==> src/rtl/game_pkg.sv <==
// Shared constants for the game I/O blocks: FSM encodings and common widths.
package game_pkg;

  localparam logic [1:0] ST_IDLE = 2'd0;
  localparam logic [1:0] ST_HOLD = 2'd1;
  localparam logic [1:0] ST_GAP  = 2'd2;

  typedef enum logic [1:0] {
    IDLE = ST_IDLE,
    HOLD = ST_HOLD,
    GAP  = ST_GAP
  } stretch_state_e;

  localparam int unsigned MISSED_W = 8;

  // Roughly 100 ms of LED on-time at a 50 MHz board clock.
  localparam int unsigned HOLD_VISIBLE = 5_000_000;

endpackage

==> src/rtl/stretch_counter.sv <==
// Loadable down-counter shared by the HOLD and GAP phases; stops at zero.
module stretch_counter #(
  parameter int unsigned CNT_W = 26
) (
  input  logic             Clock,
  input  logic             Reset,
  input  logic             Load,
  input  logic [CNT_W-1:0] Load_Value,
  input  logic             Dec,
  output logic             Zero
);

  logic [CNT_W-1:0] count;

  always_ff @(posedge Clock) begin
    if (Reset) begin
      count <= '0;
    end else if (Load) begin
      count <= Load_Value;
    end else if (Dec && (count != '0)) begin
      count <= count - 1'b1;
    end
  end

  assign Zero = (count == '0);

endmodule

==> src/rtl/pulse_stretcher.sv <==
// Turns one-shot Trigger events into HOLD_CYCLES-long Level_Out pulses followed
// by a GAP_CYCLES forced-low gap; reports completed pulses and dropped events.
module pulse_stretcher
  import game_pkg::*;
#(
  parameter int unsigned HOLD_CYCLES = 4,
  parameter int unsigned GAP_CYCLES  = 3,
  parameter int unsigned RETRIGGER   = 0,
  parameter int unsigned CNT_W       = 26
) (
  input  logic                Clock,
  input  logic                Reset,
  input  logic                Trigger,
  output logic                Level_Out,
  output logic                Busy,
  output logic                Done,
  output logic                Missed,
  output logic [MISSED_W-1:0] Missed_Count,
  output logic [1:0]          State
);

  localparam logic [CNT_W-1:0] HOLD_LOAD = CNT_W'(HOLD_CYCLES - 1);
  localparam logic [CNT_W-1:0] GAP_LOAD  = (GAP_CYCLES > 0) ? CNT_W'(GAP_CYCLES - 1) : '0;
  localparam bit               RETRIG_EN = (RETRIGGER != 0);
  localparam bit               GAP_EN    = (GAP_CYCLES > 0);

  stretch_state_e   state;
  logic             cnt_load;
  logic [CNT_W-1:0] cnt_value;
  logic             cnt_dec;
  logic             cnt_zero;

  assign State = state;

  // Counter control decoded from the current state so the FSM sees a fresh
  // count on the same edge that it changes state.
  always_comb begin
    cnt_load  = 1'b0;
    cnt_value = HOLD_LOAD;
    cnt_dec   = 1'b0;
    case (state)
      IDLE: cnt_load = Trigger;
      HOLD: begin
        if (Trigger && RETRIG_EN) begin
          cnt_load = 1'b1;
        end else if (cnt_zero) begin
          cnt_load  = GAP_EN;
          cnt_value = GAP_LOAD;
        end else begin
          cnt_dec = 1'b1;
        end
      end
      GAP:     cnt_dec = 1'b1;
      default: ;
    endcase
  end

  stretch_counter #(.CNT_W(CNT_W)) u_counter (
    .Clock      (Clock),
    .Reset      (Reset),
    .Load       (cnt_load),
    .Load_Value (cnt_value),
    .Dec        (cnt_dec),
    .Zero       (cnt_zero)
  );

  always_ff @(posedge Clock) begin
    if (Reset) begin
      state        <= IDLE;
      Level_Out    <= 1'b0;
      Busy         <= 1'b0;
      Done         <= 1'b0;
      Missed       <= 1'b0;
      Missed_Count <= '0;
    end else begin
      Done   <= 1'b0;
      Missed <= 1'b0;
      case (state)
        IDLE: begin
          if (Trigger) begin
            state     <= HOLD;
            Level_Out <= 1'b1;
            Busy      <= 1'b1;
          end
        end
        HOLD: begin
          if (Trigger && !RETRIG_EN) begin
            Missed <= 1'b1;
            if (Missed_Count != '1) Missed_Count <= Missed_Count + 1'b1;
          end
          if (!(Trigger && RETRIG_EN) && cnt_zero) begin
            Level_Out <= 1'b0;
            Done      <= 1'b1;
            state     <= GAP_EN ? GAP : IDLE;
            Busy      <= GAP_EN;
          end
        end
        GAP: begin
          if (Trigger) begin
            Missed <= 1'b1;
            if (Missed_Count != '1) Missed_Count <= Missed_Count + 1'b1;
          end
          if (cnt_zero) begin
            state <= IDLE;
            Busy  <= 1'b0;
          end
        end
        default: begin
          state     <= IDLE;
          Level_Out <= 1'b0;
          Busy      <= 1'b0;
        end
      endcase
    end
  end

endmodule

==> config.mk <==
export PLATFORM = sky130hd
export DESIGN_NAME = pulse_stretcher
export DESIGN_NICKNAME = d
export VERILOG_FILES = /design/src/rtl/game_pkg.sv /design/src/rtl/stretch_counter.sv /design/src/rtl/pulse_stretcher.sv
export SDC_FILE = /design/constraint.sdc
export NUM_CORES = 1
export LEC_CHECK = 0
export BUFFER_PORTS_ARGS = -buffer_cell sky130_fd_sc_hd__buf_2
export CAP_MARGIN = 20
export CORE_ASPECT_RATIO = 0.9
export CORE_UTILIZATION = 30
export CTS_CLUSTER_DIAMETER = 100
export DETAILED_ROUTE_END_ITERATION = 16
export HOLD_SLACK_MARGIN = 0.15
export SLEW_MARGIN = 20
export SYNTH_ARGS = -nofsm -noshare
export SYNTH_HDL_FRONTEND = slang
export SYNTH_SLANG_ARGS = --single-unit
==> constraint.sdc <==
create_clock -name Clock -period 2 [get_ports Clock]
set_input_delay 0.4 -clock Clock [delete_from_list [all_inputs] [get_ports Clock]]
set_output_delay 0.4 -clock Clock [all_outputs]
set_load 0.02 [all_outputs]
-- Word level (Yosys, flattened, before mapping)
Cells that the tools add are included.
- multiplexer cells: 18
- add/sub/neg operators: 2
- reductions and logical operators: 11
- equality and inequality tests: 6
- bitwise operators: 3
- operators by type and width (kind ; number):
    $mux W26 ; 2
    $logic_not A26 Y1 ; 1
    $reduce_bool A26 Y1 ; 1
    $sub A26 B1 Y26 const B ; 1
    $reduce_and A3 Y1 ; 3
    $add A8 B1 Y8 const B ; 1
    $mux W1 ; 8
    $ne A8 B8 Y1 const B ; 1
    $mux W2 ; 3
    $ne A2 B2 Y1 const B ; 3
    $pmux W1 S3 ; 2
    $pmux W2 S3 ; 1
    $reduce_or A2 Y1 ; 3
    $pmux W1 S2 ; 2
    $not A1 Y1 ; 3
    $eq A2 B1 Y1 const B ; 1
    $eq A2 B2 Y1 const B ; 1
    $logic_not A2 Y1 ; 1
    $reduce_bool A2 Y1 ; 1
    $logic_and A1 B1 Y1 ; 1
- input port bits: 3
- logic and storage cells: 47
- output and inout port bits: 14
- bits in registers: 40

-- Logic depth before layout (Yosys ltp)
Gate-level depths: netlist of the first run.
- depth in word-level cells: 6
- depth in mapped cells: 8
- mapped depth without buffers: 7

-- By module
A second synthesis of the first run with hierarchy kept.
- cells, all modules: 287
- area total of the unflattened synthesis: 2451.1 µm²
- by module, submodules not included (module ; area an instance (µm²) ; cells an instance ; instances ; sequential area each (µm²)):
    stretch_counter ; 1654.1 ; 201 ; 1 ; 520.5
    pulse_stretcher ; 797.0 ; 86 ; 1 ; 280.3

-- Least setup slack after synthesis of the first run
Ideal clock, no wire load.
- path kind: register to register
- start point: reg state[0], in the netlist State[0]
- end point: reg u_counter.count[25]
- clock period less this slack: 1910 ps
- stages on the path, launching flop included: 7
- path buffers: 0
- arrival: 1839 ps
- data required time: 1930 ps
- setup slack: 90 ps
- library setup time: 70 ps
- cells stage by stage: dfxtp_1 inv_1 ha_1 o21a_1 o211ai_4 or4_1 a21oi_1
- word-level cells in the longest chain between the ends: 4
- elaborated cells on any way between the ends: 8
- those cells by class: 2 x eq/ne; 3 x mux; 3 x reduce/logical
- RTL lines (what ; line ; source):
    from (decl) ; pulse_stretcher.sv:27 ; stretch_state_e state;
    from (signal assigned) ; pulse_stretcher.sv:94 ; state <= GAP_EN ? GAP : IDLE;
    $eq A2 B2 Y1 or $eq A2 B1 Y1 (tied branches) ; pulse_stretcher.sv:41 ; case (state)
    $pmux W1 S2 ; pulse_stretcher.sv:41 ;
    $logic_and A1 B1 Y1 ; stretch_counter.sv:20 ; end else if (Dec && (count != '0)) begin
    $reduce_bool A2 Y1 (no line) ; n/a ;
    to (signal assigned) ; stretch_counter.sv:19 ; count <= Load_Value;
    to (signal assigned) ; stretch_counter.sv:21 ; count <= count - 1'b1;
    to (decl) ; stretch_counter.sv:13 ; logic [CNT_W-1:0] count;
Parallel ways exist; a longest one is shown, timed or not.
A chain may end at the register's enable or synchronous reset.

-- Worst setup path after layout of the first run
- start point: reg u_counter.count[5]
- end point: reg u_counter.count[17]
- word-level cells in the longest chain between the ends: 5
- elaborated cells on any way between the ends: 11
- those cells by class: 1 x add/sub; 6 x mux; 4 x reduce/logical
- RTL lines (what):
    branches (longest 5 deep; another with $sub A26 B1 Y26)
Parallel ways; which one is timed is not known. The select of a mux whose other input is x is not followed.

==> flow_metrics.py, run 1 <==
metrics = {
    "cts": {
        "clock-sinks": 40,
        "cts_made_buffers": 5,
        "cts_tree": "yes",
        "htree_levels": 2,
        "path_clk_slew_ps": 80,
        "postCtsHoldBufs": 0,
        "cts_root_buffer": "clkbuf_8",
        "clock_latency_ps": 290,
        "clock_path_buffers": 2,
    },
    "layout": {
        "area_delta_synth_final_pct": 27.18,
        "instances_no_fill": 354,
        "layout-drive-gt1-share_pct": 27.72,
        "final_cell_mix": "36 x dfxtp_1, 32 x nor2_1, 25 x buf_4",
        "final_nets": 275,
        "n_antenna_cell": 0,
        "fin_area_um2": 2552,
        "final_common_cell": "dfxtp_1",
    },
    "flow_run": {
        "max_cap_viol_count": 0,
    },
    "power": {
        "p_leak_nw": 1.038,
        "peakVddDrop_v": 0.0007429,
        "p_per_area_nw_per_um2": 1058,
        "power.total_mw": 2.699,
    },
    "synthesis": {
        "yosys_most_used_dff": "dfxtp_1",
        "ys_ff_latch": 40,
        "yosys_warnings": 0,
        "syn_area_per_cell_um2": 9.040,
        "synth-edff-count": 0,
        "syn_area_um2": 2007,
        "synth.area.top_cells": "dfxtp_1 40%, xor2_1 7.4%, nor2_1 6.0%, ha_1 3.7%, nand4_1 3.1%",
        "yosysTopAreaCell": "dfxtp_1",
        "ys_seq_area_share_pct": 39.90,
        "synth_top_area_share_pct": 39.90,
        "synthArstFlopShare_pct": 0,
        "synthDistinctLibCells": 49,
        "synth_cells": 222,
        "synthesis.nets": 231,
    },
    "hold_path": {
        "hp-class": "in -> reg",
    },
    "sta": {
        "max_freq_mhz": 529.4,
        "hold_viol": 0,
        "fin_skew_ps": 9.029,
        "slew_headroom_pct": 78.35,
        "tightest_slew_ps": 322.2,
        "slew_viol_final": 0,
        "setup_viol": 0,
        "post-route-period-util_pct": 94.45,
        "setup_tns_ps": 0,
        "period_minus_slack_ps": 1889,
        "rsz0062_at_grt": "false",
    },
    "floorplan": {
        "start_util_pct": 31.94,
        "die_w_um": 88.22,
        "die_h_um": 79.60,
        "core.rowCount": 27,
        "pin_count": 17,
        "core_area_um2": 6284,
        "fp.dieArea_um2": 7021,
    },
    "global_routing": {
        "grt_usage_pct": 13.89,
        "grt_pass1_wl_um": 7596,
        "grt_max_degree": 20,
        "grt_overflow": 0,
        "grt_pass1_vias": 1610,
        "antenna_found_initial": 0,
    },
    "critical_path": {
        "critical_path_required_ps": 2230,
        "worstPathArrival_ps": 2110,
        "cp_max_fo": 19,
        "cp-end-kind": "register",
        "criticalPathCategory": "reg -> reg",
        "start_kind": "register",
    },
    "place": {
        "gp_congestion": 0.7916,
        "placed_area_um2": 2392,
        "hpwl_um": 3251,
        "port_buffers": 16,
        "dp.cells": 345,
    },
    "route": {
        "drc": 0,
        "detail-route-antenna-nets": 0,
        "post_drt_wl_per_cell_um": 12.49,
        "dr_total_vias": 1754,
        "viasPerCell": 4.955,
        "postRouteWirelength_um": 4422,
        "drt-initial-drc-count": 50,
        "dr.pass1.iters": 4,
    },
    "status": {
        "status": "complete, no violations",
    },
}
-- path summary, 6_finish.rpt --
check	start	to	slack [ps]	cells after the start
min	Trigger	Missed$_SDFF_PP0_	440	3
max reg2reg	u_counter.count[5]$_SDFFE_PP0P_	u_counter.count[17]$_SDFFE_PP0P_	110	8
min reg2reg	State[1]$_SDFFE_PP0P_	State[1]$_SDFFE_PP0P_	490	2
max	u_counter.count[5]$_SDFFE_PP0P_	u_counter.count[17]$_SDFFE_PP0P_	110	8
-- synth_stat cells (4+ instances only) --
master,number
nor3_1,4
dfxtp_1,40
ha_1,6
xor2_1,17
o31ai_1,4
o21ai_0,4
nor4_2,5
buf_2,4
nand2_1,12
nand4_1,10
nor2_1,32
or4_1,7
inv_1,9
o211ai_1,4
a21oi_1,10
-- registers in the layout, summed over array words and instances (netlist names) --
signal,flops
Missed,1
Done,1
Level_Out,1
State,2
u_counter.count,26
Missed_Count,8
Busy,1
-- per-layer routing --
metal	track usage [%]	vias to the layer above	share of wire [%]
met2	20.38	21	43
met3	2.792	8	3.5
met5	0	-	0
met1	19.40	824	51
met4	6.290	0	1.9
li1	-	901	-
-- logic make-up (layout without fill, tap and decap cells) --
logic type,Yosys count,count (layout),synth area share (%)
mux,3,3,1.559
compound gates,43,43,15.84
fa+ha+maj,6,6,3.741
flops,40,40,39.90
simple gates,94,94,26.62
buf+inv,16,61,3.616
xor+xnor,20,20,8.728
-- layout make-up --
class / instances / area (um^2)
Fill cell: 669 / 3731
Multi-Input combinational cell: 166 / 1192
Sequential cell: 40 / 805.8
Timing Repair Buffer: 44 / 319.1
Tap cell: 87 / 108.9
Clock buffer: 6 / 82.58
Inverter: 9 / 33.78
Clock inverter: 2 / 10.01
-- through the flow --
| step | utilization [%] | setup slack (ps) | hold slack [ps] |
|---|---|---|---|
| 3_5_place_dp | 38.07 | 52.96 | 472.9 |
| 3_3_place_gp | 38.07 | 66.98 | 458.8 |
| 5_1_grt | 40.62 | 4.318 | 464.8 |
| 2_1_floorplan | - | 90.44 | 446.1 |
| 4_1_cts | 39.55 | 5.421 | 442.9 |
| 6_report | 40.62 | 110.9 | 444.1 |
-- power by group --
group	leakage, nW	total (mW)	internal, mW	switching [mW]
clock network	0.0510	0.558	0.275	0.283
registers	0.325	0.954	0.879	0.0750
logic	0.662	1.19	0.529	0.658
total	1.04	2.70	1.68	1.02
-- worst max-delay path, cell delays in order, from the launching register on --
cell and delay, ps:
dfxtp_1 410, nor4_2 70, buf_4 150, nand4_1 80
buf_4 210, o211ai_4 110, buf_12 160, or4b_1 470
a21oi_1 160
-- repair_timing --
item	4_1_cts	5_1_grt
resized for setup	0	13
setup endpoints to repair	0	18
setup buffers	0	1
(Power assumes the default switching activity.)
==> run 2, diff against run 1 <==
--- a/config.mk
+++ b/config.mk
@@ -8,7 +8,7 @@
 export BUFFER_PORTS_ARGS = -buffer_cell sky130_fd_sc_hd__buf_2
 export CAP_MARGIN = 20
 export CORE_ASPECT_RATIO = 0.9
-export CORE_UTILIZATION = 30
+export CORE_UTILIZATION = 25
 export CTS_CLUSTER_DIAMETER = 100
 export DETAILED_ROUTE_END_ITERATION = 16
 export HOLD_SLACK_MARGIN = 0.15
==> flow_metrics.py, run 2 (same netlist as run 1, synthesis figures left out) <==
metrics = {
    "floorplan": {
        "pin_count": 17,
        "fp.dieArea_um2": 8391,
        "die_h_um": 87,
        "start_util_pct": 26.21,
        "core_area_um2": 7657,
        "die_w_um": 96.45,
        "core.rowCount": 30,
    },
    "flow_run": {
        "max_cap_viol_count": 0,
    },
    "sta": {
        "period_minus_slack_ps": 1908,
        "max_freq_mhz": 524.1,
        "setup_ws_ps": 91.95,
        "rsz0062_at_grt": "false",
        "slew_viol_final": 0,
        "hold_viol": 0,
        "fin_skew_ps": 6.238,
        "finalHoldWorstSlack_ps": 406.0,
        "tightest_slew_ps": 416.4,
        "slew_headroom_pct": 71.87,
        "setup_viol": 0,
        "post-route-period-util_pct": 95.40,
    },
    "hold_path": {
        "min-delay-start": "Trigger",
        "hp-class": "in -> reg",
        "hold_depth": 3,
        "min_to": "Missed$_SDFF_PP0_",
    },
    "layout": {
        "largest_register_ffs": 26,
        "fillers": 806,
        "seq_area_um2": 802.0,
        "layout-drive-gt1-share_pct": 26.97,
        "n_antenna_cell": 0,
        "area_delta_synth_final_pct": 29.68,
        "final_nets": 275,
        "instances_no_fill": 363,
        "multi_input_area_um2": 1185,
        "fin_area_um2": 2603,
        "final_common_cell": "dfxtp_1",
        "final_cell_mix": "39 x dfxtp_1, 32 x nor2_1, 27 x buf_4",
        "utilization_pct": 33.99,
        "largest_register": "u_counter.count",
    },
    "global_routing": {
        "grt_usage_pct": 11.50,
        "grt_pass1_wl_um": 7645,
        "grt_overflow": 0,
        "grt_max_degree": 24,
        "antenna_found_initial": 0,
        "grt_pass1_vias": 1676,
    },
    "critical_path": {
        "critical-path-max-stage-delay_ps": 490,
        "cp-end-kind": "register",
        "reg2reg_from": "u_counter.count[0]$_SDFFE_PP0P_",
        "regToRegSetupSlack_ps": 90,
        "cp_max_fo": 3,
        "slowest_stage": "or3b_2",
        "cp_num_buf_inv": 1,
        "start_kind": "register",
        "reg2reg_to": "u_counter.count[8]$_SDFFE_PP0P_",
        "cpLargestDelayFamily": "simple AND/OR/NAND/NOR gates",
        "criticalPathCategory": "reg -> reg",
        "path_cells": "inv_1 > ha_1 > or3b_2 > nor2_2 > o21ai_1 > or4_1 > nand2_1",
        "worstPathArrival_ps": 2150,
        "reg2reg_depth": 7,
        "critical_path_required_ps": 2240,
    },
    "place": {
        "hpwl_um": 3174,
        "port_buffers": 16,
        "dp.cells": 353,
        "placed_area_um2": 2384,
        "gp_congestion": 0.7722,
        "dp_slack_ps": -5.143,
    },
    "cts": {
        "clock_latency_ps": 290,
        "htree_levels": 2,
        "clock-sinks": 40,
        "path_clk_slew_ps": 80,
        "cts_made_buffers": 5,
        "cts_root_buffer": "clkbuf_8",
        "postCtsHoldBufs": 0,
        "cts_tree": "yes",
        "clock_path_buffers": 2,
    },
    "route": {
        "drt-initial-drc-count": 68,
        "drc": 0,
        "detail-route-antenna-nets": 0,
        "post_drt_wl_per_cell_um": 12.08,
        "viasPerCell": 4.749,
        "postRouteWirelength_um": 4386,
        "dr_total_vias": 1724,
        "dr.pass1.iters": 4,
    },
    "power": {
        "p_leak_nw": 1.057,
        "peakVddDrop_v": 0.0005874,
        "p_per_area_nw_per_um2": 1152,
    },
    "status": {
        "status": "complete, no violations",
    },
}
==> run 2: cell count changes in the layout (fill, tap and decap cells not counted), moves of 2 or more <==
cell,before,now
bufinv_16,0,3
clkinv_2,2,0
dfxtp_1,36,39
dfxtp_2,4,1
buf_4,25,27
==> run 2: timing repair <==
action                                  in CTS  in global routing
pin swaps                                    0                  1
endpoints found under the setup margin       3                 15
resized for setup                            1                  9
setup buffers                                0                  2
==> run 2: metal layers <==
layer  track usage [%]  up-vias  routed length [um]  part of all wire (%)
li1                  -      898                   -                     -
met1             15.51      809                2302                    52
met2             18.05       12                1949                    44
met3             2.705        5                  85                   1.9
met4             3.610        0                  49                   1.1
met5                 0        -                   0                     0
==> run 2: layout make-up <==
| cell class | count | area share [%] |
|---|---|---|
| Clock buffer | 5 | 2.644 |
| Clock inverter | 3 | 3.462 |
| Inverter | 9 | 1.298 |
| Multi-Input combinational cell | 166 | 45.53 |
| Sequential cell | 40 | 30.82 |
| Tap cell | 96 | 4.615 |
| Timing Repair Buffer | 44 | 11.63 |
==> run 2: worst max-delay path by stage <==
stage | from | end | slack, ps | cells after the start
finish | u_counter.count[0]$_SDFFE_PP0P_ | u_counter.count[8]$_SDFFE_PP0P_ | 90 | 7
CTS | u_counter.count[0]$_SDFFE_PP0P_ | u_counter.count[22]$_SDFFE_PP0P_ | 0.6 | 7
detailed placement | State[0]$_SDFFE_PP0P_ | u_counter.count[25]$_SDFFE_PP0P_ | -5 | 6
global placement | u_counter.count[0]$_SDFFE_PP0P_ | u_counter.count[24]$_SDFFE_PP0P_ | 60 | 7
global route | u_counter.count[13]$_SDFFE_PP0P_ | u_counter.count[23]$_SDFFE_PP0P_ | 1 | 6
floorplan | State[0]$_SDFFE_PP0P_ | u_counter.count[25]$_SDFFE_PP0P_ | 90 | 6
==> run 2: worst register-to-register path, delay by kind of cell (launching register included) <==
family,cells,cell delay [ps]
simple gates,4,1130
fa+ha+maj,1,180
flops,1,320
compound gates,1,140
buf+inv,1,80
==> run 2: where the power goes <==
group / total, mW / switching [mW] / internal [mW]
registers: 0.943 / 0.0690 / 0.874
clock network: 0.927 / 0.302 / 0.624
logic: 1.13 / 0.639 / 0.488
total: 3.00 / 1.01 / 1.99
==> run 2: metrics by stage <==
step	TNS (ps)	total power, mW
final	0	2.997
after global routing	0	3.185
after CTS	0	2.978
after detailed placement	-5.143	2.049
after global placement	0	2.034
after floorplan	0	1.654
